$ cat src/rtl/wb_arbiter.sv
// -----------------------------------------------------------------------------
// wb_arbiter
//
// Write-back arbiter for the pipelined RV32 core. Merges results from the
// in-order execute pipe and from the long-latency unit (load miss, mul/div)
// onto the register file's single write port.
//
// The pipe has absolute priority. It is never back-pressured. Long-latency
// results are buffered in a small FIFO and written in cycles the pipe leaves
// idle. If a non-empty FIFO waits STARVE_MAX cycles without a pop,
// stall_pipe asks upstream to open a slot.
//
// The registered write port (rf_*) doubles as the WB forwarding bus.
// lu_pend_mask tells the hazard unit which registers still have a buffered
// long-latency write outstanding, so it can resolve WAW ordering.
//
// Parameters
//   FIFO_DEPTH  long-latency buffer entries (power of two, >= 2)
//   STARVE_MAX  cycles a non-empty FIFO may wait before stall_pipe (>= 1)
//
// Ports
//   clk, rst_n            clock, asynchronous active-low reset
//   pipe_valid/rd/data    execute pipe result (rd == 0 means no write)
//   lu_valid/rd/data      long-latency result (rd == 0 is accepted, discarded)
//   lu_ready              FIFO has room; depends on registered count only
//   stall_pipe            upstream should hold pipe_valid low this cycle
//   lu_pend_mask          bit r set while a buffered entry targets xr
//   rf_we/rd_addr/rd_data registered register-file write / forwarding bus
// -----------------------------------------------------------------------------
module wb_arbiter #(
  parameter int FIFO_DEPTH = 2,
  parameter int STARVE_MAX = 4
) (
  input  logic        clk,
  input  logic        rst_n,

  input  logic        pipe_valid,
  input  logic [4:0]  pipe_rd,
  input  logic [31:0] pipe_data,

  input  logic        lu_valid,
  output logic        lu_ready,
  input  logic [4:0]  lu_rd,
  input  logic [31:0] lu_data,

  output logic        stall_pipe,
  output logic [31:0] lu_pend_mask,

  output logic        rf_we,
  output logic [4:0]  rf_rd_addr,
  output logic [31:0] rf_rd_data
);

  localparam int PTR_W = $clog2(FIFO_DEPTH);
  localparam int CNT_W = $clog2(FIFO_DEPTH + 1);
  localparam int STV_W = $clog2(STARVE_MAX + 1);

  localparam logic [CNT_W-1:0] DEPTH_C      = CNT_W'(FIFO_DEPTH);
  localparam logic [STV_W-1:0] STARVE_MAX_C = STV_W'(STARVE_MAX);

  typedef struct packed {
    logic [4:0]  rd;
    logic [31:0] data;
  } wb_entry_t;

  // ---------------------------------------------------------------------------
  // State
  // ---------------------------------------------------------------------------
  wb_entry_t              mem_q [FIFO_DEPTH];
  logic [PTR_W-1:0]       wr_ptr_q, wr_ptr_d;
  logic [PTR_W-1:0]       rd_ptr_q, rd_ptr_d;
  logic [CNT_W-1:0]       count_q,  count_d;
  logic [STV_W-1:0]       starve_q, starve_d;

  logic                   rf_we_q,      rf_we_d;
  logic [4:0]             rf_rd_addr_q, rf_rd_addr_d;
  logic [31:0]            rf_rd_data_q, rf_rd_data_d;

  // ---------------------------------------------------------------------------
  // Slot arbitration
  // ---------------------------------------------------------------------------
  logic                   pipe_claim;
  logic                   push;
  logic                   pop;
  wb_entry_t              head;
  logic [FIFO_DEPTH-1:0]  entry_live;

  assign pipe_claim = pipe_valid && (pipe_rd != 5'd0);

  // lu_ready comes from registered count only, so a full FIFO cannot accept
  // in the same cycle it pops; the freed slot shows up one cycle later.
  assign lu_ready   = (count_q < DEPTH_C);

  // An x0 destination is acknowledged but never stored.
  assign push       = lu_valid && lu_ready && (lu_rd != 5'd0);

  // The head leaves whenever the pipe does not take the slot, stall or not.
  assign pop        = (count_q != '0) && !pipe_claim;

  assign head       = mem_q[rd_ptr_q];

  assign stall_pipe = (starve_q == STARVE_MAX_C) && (count_q != '0);

  // ---------------------------------------------------------------------------
  // FIFO bookkeeping and starvation counter
  // ---------------------------------------------------------------------------
  // NOTE: every variable assigned in an always_comb gets a default at the top
  // of the block; a path that leaves one unassigned infers a latch.
  always_comb begin
    wr_ptr_d = wr_ptr_q;
    rd_ptr_d = rd_ptr_q;
    count_d  = count_q;
    starve_d = starve_q;

    // Pointers are PTR_W bits wide, so +1 wraps modulo FIFO_DEPTH.
    if (push) wr_ptr_d = wr_ptr_q + PTR_W'(1);
    if (pop)  rd_ptr_d = rd_ptr_q + PTR_W'(1);

    unique case ({push, pop})
      2'b10:   count_d = count_q + CNT_W'(1);
      2'b01:   count_d = count_q - CNT_W'(1);
      default: count_d = count_q;
    endcase

    // Measures how long the current head has been denied a slot.
    if ((count_q == '0) || pop) begin
      starve_d = '0;
    end else if (starve_q != STARVE_MAX_C) begin
      starve_d = starve_q + STV_W'(1);
    end
  end

  // ---------------------------------------------------------------------------
  // Next write-port contents: pipe, else FIFO head, else idle.
  // Address and data hold when idle so the forwarding bus does not toggle.
  // ---------------------------------------------------------------------------
  always_comb begin
    rf_we_d      = 1'b0;
    rf_rd_addr_d = rf_rd_addr_q;
    rf_rd_data_d = rf_rd_data_q;

    if (pipe_claim) begin
      rf_we_d      = 1'b1;
      rf_rd_addr_d = pipe_rd;
      rf_rd_data_d = pipe_data;
    end else if (pop) begin
      rf_we_d      = 1'b1;
      rf_rd_addr_d = head.rd;
      rf_rd_data_d = head.data;
    end
  end

  // ---------------------------------------------------------------------------
  // Pending-destination mask over live FIFO entries. An entry is live when its
  // distance from the read pointer is below the count. Entries already moved
  // into the rf_* register are no longer in the FIFO, so they drop out here.
  // ---------------------------------------------------------------------------
  always_comb begin
    entry_live   = '0;
    lu_pend_mask = '0;
    for (int i = 0; i < FIFO_DEPTH; i++) begin
      entry_live[i] = ({1'b0, PTR_W'(i) - rd_ptr_q}) < count_q;
      if (entry_live[i]) lu_pend_mask[mem_q[i].rd] = 1'b1;
    end
    // x0 is never enqueued; pin the bit so the hazard unit can rely on it.
    lu_pend_mask[0] = 1'b0;
  end

  // ---------------------------------------------------------------------------
  // Registers
  // ---------------------------------------------------------------------------
  // NOTE: sequential state uses non-blocking assignments only, so every flop
  // samples the pre-edge value of every other flop regardless of block order.
  always_ff @(posedge clk or negedge rst_n) begin
    if (!rst_n) begin
      wr_ptr_q     <= '0;
      rd_ptr_q     <= '0;
      count_q      <= '0;
      starve_q     <= '0;
      rf_we_q      <= 1'b0;
      rf_rd_addr_q <= 5'd0;
      rf_rd_data_q <= 32'd0;
    end else begin
      wr_ptr_q     <= wr_ptr_d;
      rd_ptr_q     <= rd_ptr_d;
      count_q      <= count_d;
      starve_q     <= starve_d;
      rf_we_q      <= rf_we_d;
      rf_rd_addr_q <= rf_rd_addr_d;
      rf_rd_data_q <= rf_rd_data_d;
    end
  end

  // NOTE: the entry storage has no reset. Validity is carried entirely by the
  // pointers and count, which do reset, so stale contents are never observed.
  always_ff @(posedge clk) begin
    if (push) mem_q[wr_ptr_q] <= '{rd: lu_rd, data: lu_data};
  end

  assign rf_we      = rf_we_q;
  assign rf_rd_addr = rf_rd_addr_q;
  assign rf_rd_data = rf_rd_data_q;

endmodule

$ cat config.mk
export PLATFORM = sky130hd
export DESIGN_NAME = wb_arbiter
export DESIGN_NICKNAME = d
export VERILOG_FILES = /design/src/rtl/wb_arbiter.sv
export SDC_FILE = /design/constraint.sdc
export NUM_CORES = 1
export LEC_CHECK = 0
export BUFFER_PORTS_ARGS = -buffer_cell sky130_fd_sc_hd__buf_2
export CORE_MARGIN = 1
export CORE_UTILIZATION = 45
export CTS_BUF_LIST = sky130_fd_sc_hd__clkbuf_16
export CTS_CLUSTER_DIAMETER = 50
export CTS_CLUSTER_SIZE = 30
export DETAILED_ROUTE_END_ITERATION = 16
export PLACE_DENSITY = 0.74
export SYNTH_ARGS = -nofsm -noshare
export SYNTH_HDL_FRONTEND = slang
export SYNTH_SLANG_ARGS = --single-unit
$ cat constraint.sdc
create_clock -name clk -period 2.9 [get_ports clk]
set_input_delay 0.435 -clock clk [delete_from_list [all_inputs] [get_ports clk]]
set_output_delay 0.435 -clock clk [all_outputs]
set_load 0.03 [all_outputs]
==> results of run 1 <==
## worst paths after layout
path	startpoint	end	slack, ns	cells past startpoint
worst min register to register	wr_ptr_q	wr_ptr_q	0.58	1
worst min-delay path	lu_data[12]	mem_q[0][12]	0.21	1
max in group asynchronous	rst_n	rf_rd_data[9]	1.58	3
worst max register to register	count_q[0]	rf_rd_data[29]	0.76	4
worst max-delay path	count_q[1]	lu_pend_mask[4]	0.26	4
min in group asynchronous	rst_n	rf_we	0.54	2
## critical path, stage by stage, from the launching register on
cell                      delay (ns)
sky130_fd_sc_hd__dfrtp_1        0.70
sky130_fd_sc_hd__a21o_1         0.19
sky130_fd_sc_hd__or3b_1         0.49
sky130_fd_sc_hd__o22ai_1        0.18
sky130_fd_sc_hd__buf_2          0.23
## kinds of logic after synthesis
| family | after synthesis | share of synthesized area |
|---|---|---|
| compound gates | 84 | 0.0979 |
| xor+xnor | 5 | 0.00825 |
| fa+ha+maj | 3 | 0.00708 |
| buf+inv | 34 | 0.0328 |
| flops | 119 | 0.631 |
| mux | 67 | 0.136 |
| other cells | 1 | 0.000707 |
| simple gates | 84 | 0.0861 |
## Yosys cell counts (all sizes together)
library cell / number
nor2: 12
a21o: 1
o211ai: 5
xnor2: 5
inv: 6
buf: 20
dfrtp: 45
o22ai: 31
conb: 1
o2bb2ai: 1
or4: 1
mux2: 32
nand2: 7
a22o: 2
a211oi: 3
a21oi: 34
nor3: 38
o21a: 1
ha: 3
or3b: 5
mux2i: 35
nand3: 3
o31ai: 3
o21ai: 3
nand3b: 9
nor2b: 4
or3: 3
edfxtp: 74
or2: 2
clkbuf: 8
## per-layer routing
metal | global-route usage | part of all wire | vias to the layer above
li1 | - | - | 1813
met1 | 0.234 | 0.42 | 1833
met2 | 0.346 | 0.49 | 189
met3 | 0.0560 | 0.070 | 19
met4 | 0.0809 | 0.017 | 0
met5 | 0 | 0 | -
## through the flow
step / instance area [um2] / total power, mW / utilization / TNS [ns]
floorplan: 5310 / 4.40 / - / -15.84
global placement: 6170 / 5.01 / 0.538 / 0
detailed placement: 6170 / 5.10 / 0.538 / 0
CTS: 6800 / 7.29 / 0.593 / 0
global route: 6800 / 7.61 / 0.593 / 0
finish: 6800 / 7.25 / 0.593 / 0
## power by group
part           internal (mW)  switching (mW)  leakage (nW)
combinational          0.901            1.61          1.30
sequential              2.27           0.283          1.20
clock                   1.49           0.689         0.310
total                   4.67            2.58          2.81
## state kept, by name, indices dropped and copies added, names as in the netlist
register	count
count_q	2
mem_q	74
rd_ptr_q	1
rf_rd_addr	5
rf_rd_data	32
rf_we	1
starve_q	3
wr_ptr_q	1
## final cells by class
cell class / count / area, um2 / area share
Inverter: 6 / 22.5 / 0.00331
Timing Repair Buffer: 156 / 828 / 0.122
Clock inverter: 15 / 194 / 0.0285
Multi-Input combinational cell: 244 / 1800 / 0.265
Clock buffer: 17 / 425 / 0.0626
Tap cell: 143 / 179 / 0.0263
Sequential cell: 119 / 3350 / 0.493
## timing repair
action                    CTS  global route
hold endpoints to repair    5             0
setup buffers               0             0
hold buffers                1             0
==> summary by stage, run 1 <==
Status
The flow ran to the end, and the final reports show no timing, DRC or antenna violations.

Yosys
The post-synthesis sequential area ratio is 0.631. The post-synthesis cell area is 5310 um2. The synthesis warning total is 0. Synthesis instantiated 39 different standard cells from the library. Synthesis produced a netlist with a net count of 478.

The average cell area after synthesis is 13.4 um2. The cell type contributing the most total cell area after synthesis is sky130_fd_sc_hd__edfxtp_1. Of the post-synthesis cell area, the dominant cell type holds 0.419. The number of standard cells after synthesis is 397. By area the synthesized netlist is led by sky130_fd_sc_hd__edfxtp_1 42%, sky130_fd_sc_hd__dfrtp_1 21%, sky130_fd_sc_hd__mux2i_1 6.6%. The synthesized design contains 119 register bits.

Setup path
STA puts the critical path data required time at 2.47 ns. The type of element launching the critical path is a flop. The maximum net fanout on the critical path is 18. The type of the worst setup path is flop to output port. The worst setup path is captured at an output port. The worst path arrival time is 2.21 ns.

Cells and area
The layout overhead on the synthesized area is 28.1%. Leaving out fill and tap cells, the most frequent cells in the layout are 148 x sky130_fd_sc_hd__buf_2, 74 x sky130_fd_sc_hd__edfxtp_1, 44 x sky130_fd_sc_hd__dfrtp_1, 38 x sky130_fd_sc_hd__nor3_1, 35 x sky130_fd_sc_hd__mux2i_1. The total number of nets in the final design is 625. Leaving out fill and tap cells, the most frequent cell in the layout is sky130_fd_sc_hd__buf_2. The number of antenna diodes in the final layout is 0. The number of fill cells is 911.

The layout cell share with drive strength beyond 1 is 0.400. The finished layout holds 700 standard cells, fillers aside.

Timing
The final-report setup violation count is 0. For this run, the top clock speed supported by timing is 378 MHz. In this run the tightest slew margin relative to its limit is 0.494. The tightest hold path in the finished design has a slack of 0.210 ns. The smallest clock period supported by the final layout is computed as 2.64 ns.

The number of hold violations in the final report is 0. For the final database, setup skew stands at 0.00686 ns. The final period utilization is 0.912. The final max-slew violation count is 0. The worst setup slack after layout is 0.256 ns. The actual transition at the worst max-transition pin is 0.756 ns. Setup repair after global routing left no endpoint under its margin.

Place
The cell total after placement is 667. The HPWL after detailed placement is 8180 um. Input and output buffers added on the ports amount to 148.

Timing analysis after detailed placement gives a worst setup slack of 0.716 ns. Routability-driven placement finished with a final weighted congestion of 0.868.

GRT
The via count of the first global-routing pass is 3830. The total congestion overflow is 0. The initial antenna violation count is 0.

The combined global-route utilization of all metal layers is 0.200. The largest net degree at the start of global routing is 40. The first-pass GRT wire length is 19000 um.

Floorplan
The full die area is 12200 um2. Row generation in the floorplan step produced 39 rows. The die extent in y is 111 um. The floorplan step defined a core boundary enclosing 11500 um2. The initial core utilization is 0.463.

The horizontal die dimension is 111 um. The total I/O pin count is 150.

Clock tree
After clock tree synthesis, the clock-pin slew on the worst setup and hold paths is 0.05 ns. In this run, post-CTS repair resized a total of 0 instances. TritonCTS created 17 clock buffers. The clock latency of the later-clocked register in the worst-skew pair is 0.41 ns. Clock tree synthesis found a total of 119 sinks. The H-tree level count is 4.

The CTS tree is done. The cell chosen for the clock root is sky130_fd_sc_hd__clkbuf_16. The largest buffer count on any clock path is 2.

Detailed routing
In the final routed layout, each cell accounts on average for 16.9 um. After detailed routing, the number of vias per cell comes to 5.51. The count of routing violations after the opening detailed-route iteration is 277. The pre-antenna-repair detailed-routing pass consisted of 5 iterations. The final routed wirelength across all metal layers is 11800 um.

The DRC violations left is 0. Detailed routing inserted a total of 3854 vias. The remaining number of nets flagged by the antenna check after routing is 0.

Run
Max-cap violations in this run came to 0.

Hold path
The path type of the worst min-delay path is primary input to flop.

Power and ir drop
Summed over all cells, the static leakage comes to 2.81 nW. The total power density per cell area is 1070 nW/um2. VDD sags by at most 0.674 mV.
Power figures use the tool's default switching activity.
==> run 2, diff against run 1 <==
--- a/config.mk
+++ b/config.mk
@@ -12,7 +12,8 @@
 export CTS_CLUSTER_DIAMETER = 50
 export CTS_CLUSTER_SIZE = 30
 export DETAILED_ROUTE_END_ITERATION = 16
-export PLACE_DENSITY = 0.74
+export HOLD_SLACK_MARGIN = 0.12
+export PLACE_DENSITY_LB_ADDON = 0.25
 export SYNTH_ARGS = -nofsm -noshare
 export SYNTH_HDL_FRONTEND = slang
 export SYNTH_SLANG_ARGS = --single-unit
==> summary by stage, run 2 (synthesized netlist as in run 1, its figures left out) <==
Setup path
The critical path in this run is classified as flop to output port. Data on the critical path is required at its endpoint by 2.47 ns. The largest incremental delay on the critical path is 0.50 ns. Among all stages on the critical path, the largest delay is contributed by sky130_fd_sc_hd__or3b_1. The worst setup path is captured at an output port. Traced cell by cell, the critical path runs through buf_4, a21o_1, or3b_1, o22ai_1, buf_2.

The worst path arrival time is 2.26 ns. The worst setup path is launched from a flop. The maximum net fanout on the critical path is 41.

Clock tree
The total setup buffers inserted after CTS is 0. TritonCTS built the clock tree. The H-tree level count is 4. The cell chosen for the clock root is sky130_fd_sc_hd__clkbuf_16. Counting the buffers created by CTS gives 17.

Clock-pin slew was measured on the worst setup and hold paths at 0.05 ns. The largest buffer count on any clock path is 2. The clock latency of the later-clocked register in the worst-skew pair is 0.41 ns.

The tree built by TritonCTS fans out to 119 sinks.

Detailed routing
After detailed routing, the number of remaining DRC violations is 0. Detailed routing inserted a total of 3813 vias. The final layout contains routed wiring with a total length of 11800 um.

After detailed routing, the average wire length per cell comes to 16.8 um. The count of routing violations after the opening detailed-route iteration is 282. Once detail routing completed, the nets flagged for antenna violations numbered 0.

The per-cell via count in the routed design is 5.44. The first TritonRoute pass finished after 5 iterations.

GRT
In the global route stage, overall resource usage came out at 0.204. The total congestion overflow is 0. The via count of the first global-routing pass is 3941. The initial antenna violation count is 1. The first-pass GRT wire length is 19500 um. The largest net degree at the start of global routing is 42.

Cells and area
The register with the most flip-flops in the layout has 74 of them. After filler insertion, the fill cell instance count of the layout stands at 957. The layout overhead on the synthesized area is 25.5%.

The most common cell after layout, fill and taps aside is sky130_fd_sc_hd__buf_2. The total number of nets in the final design is 626. In the layout the commonest cells are 148 x sky130_fd_sc_hd__buf_2, 74 x sky130_fd_sc_hd__edfxtp_1, 44 x sky130_fd_sc_hd__dfrtp_1, 38 x sky130_fd_sc_hd__nor3_1, 35 x sky130_fd_sc_hd__mux2i_1. The most flop-heavy register is mem_q. The post-layout instance count excluding filler cells is 701. In the final layout, the share of cells above drive strength 1 is 0.403. The number of antenna diodes in the final layout is 0.

Timing
The tightest hold path in the finished design has a slack of 0.219 ns. The final-report setup violation count is 0. For the final database, setup skew stands at 0.0110 ns. The highest attainable clock frequency is 372 MHz.

The clock period could shrink to 2.69 ns. The number of hold violations in the final report is 0. At the pin with the least slew margin, the transition time is 1.12 ns. The final max-slew violation count is 0.

The final period utilization is 0.928. Setup repair after global routing left no endpoint under its margin. The worst slew margin relative to its limit is 0.255.

Status
The run finished with clean final reports.

Floorplan
The initialized floorplan defines 39 standard-cell rows. In this run the standard cell core region covers 11500 um2. The die is 111 um wide. 150 I/O pins were placed. The floorplan step defined a die boundary enclosing 12200 um2.

The initial core utilization is 0.463. The die is 111 um tall.

Place
The HPWL after detailed placement is 7880 um. The weighted congestion reported at the end of routability-driven placement is 0.810. The cell total after placement is 668. The number of buffers added on ports is 148.

Run
The number of maximum-capacitance constraint violations is 0.

Hold path
In this run the worst hold path is classified as primary input to flop.

Power and ir drop
Dividing total power by cell area gives a power density of 1020 nW/um2. For this design the static power due to leakage is 2.75 nW. Across the VDD grid, the largest voltage drop is 0.539 mV.
-- run 2: cell types whose count changed in the layout (fill, tap and decap cells not counted) --
cell and change:
sky130_fd_sc_hd__bufinv_16 -5, sky130_fd_sc_hd__clkinv_2 +4, sky130_fd_sc_hd__buf_4 +3, sky130_fd_sc_hd__buf_12 -2
sky130_fd_sc_hd__clkinv_1 -2, sky130_fd_sc_hd__clkinvlp_4 +2, sky130_fd_sc_hd__inv_1 +1
-- run 2: stage by stage --
stage | total power, mW | setup WS (ns) | util | cell area, um2 | TNS (ns)
floorplan | 4.40 | -0.214 | - | 5310 | -15.84
global placement | 5.04 | 0.722 | 0.536 | 6150 | 0
detailed placement | 5.11 | 0.630 | 0.536 | 6150 | 0
CTS | 6.88 | 0.191 | 0.581 | 6660 | 0
global route | 7.19 | 0.0616 | 0.581 | 6660 | 0
finish | 6.81 | 0.209 | 0.581 | 6660 | 0
-- run 2: power by group --
group	total [mW]	switching (mW)	internal, mW
clock	1.75	0.691	1.06
combinational	2.55	1.65	0.894
sequential	2.51	0.231	2.28
-- run 2: what timing repair did --
action                     4_1_cts  5_1_grt
hold endpoints to repair         7        0
setup endpoints to repair        0        0
hold buffers                     1        0
gates resized for setup          0        0
-- run 2: metal layers --
metal  global-route usage  vias to the layer above  part of all wire
li1                     -                     1817                 -
met1                0.243                     1826              0.43
met2                0.350                      157              0.50
met3               0.0615                       13             0.060
met4               0.0702                        0            0.0096
met5                    0                        -                 0
-- run 2: worst max-delay path: cells and delay by family, from the launching register on --
| family | cells | cell delay (ns) |
|---|---|---|
| AOI/OAI and AO/OA | 2 | 0.37 |
| DFF | 1 | 0.34 |
| buffers and inverters | 2 | 0.65 |
| and+or+nand+nor | 1 | 0.50 |
-- run 2: final cells by class --
cell class,count,area [um2],area share
Multi-Input combinational cell,244,1800,0.270
Sequential cell,119,3350,0.503
Tap cell,143,179,0.0269
Clock inverter,15,75.1,0.0113
Clock buffer,17,425,0.0639
Inverter,6,22.5,0.00338
Timing Repair Buffer,157,811,0.122
-- run 2: path summary, 6_finish.rpt --
| path | depth (start not counted) | slack [ns] | start | end |
|---|---|---|---|---|
| max | 5 | 0.21 | count_q[1] | lu_pend_mask[16] |
| min | 1 | 0.22 | lu_data[13] | mem_q[0][13] |
| max reg2reg | 4 | 0.82 | count_q[1] | rf_rd_data[21] |
| min reg2reg | 1 | 0.57 | wr_ptr_q | wr_ptr_q |
| max in group asynchronous | 3 | 1.88 | rst_n | rd_ptr_q |
| min in group asynchronous | 2 | 0.41 | rst_n | rf_rd_addr[3] |
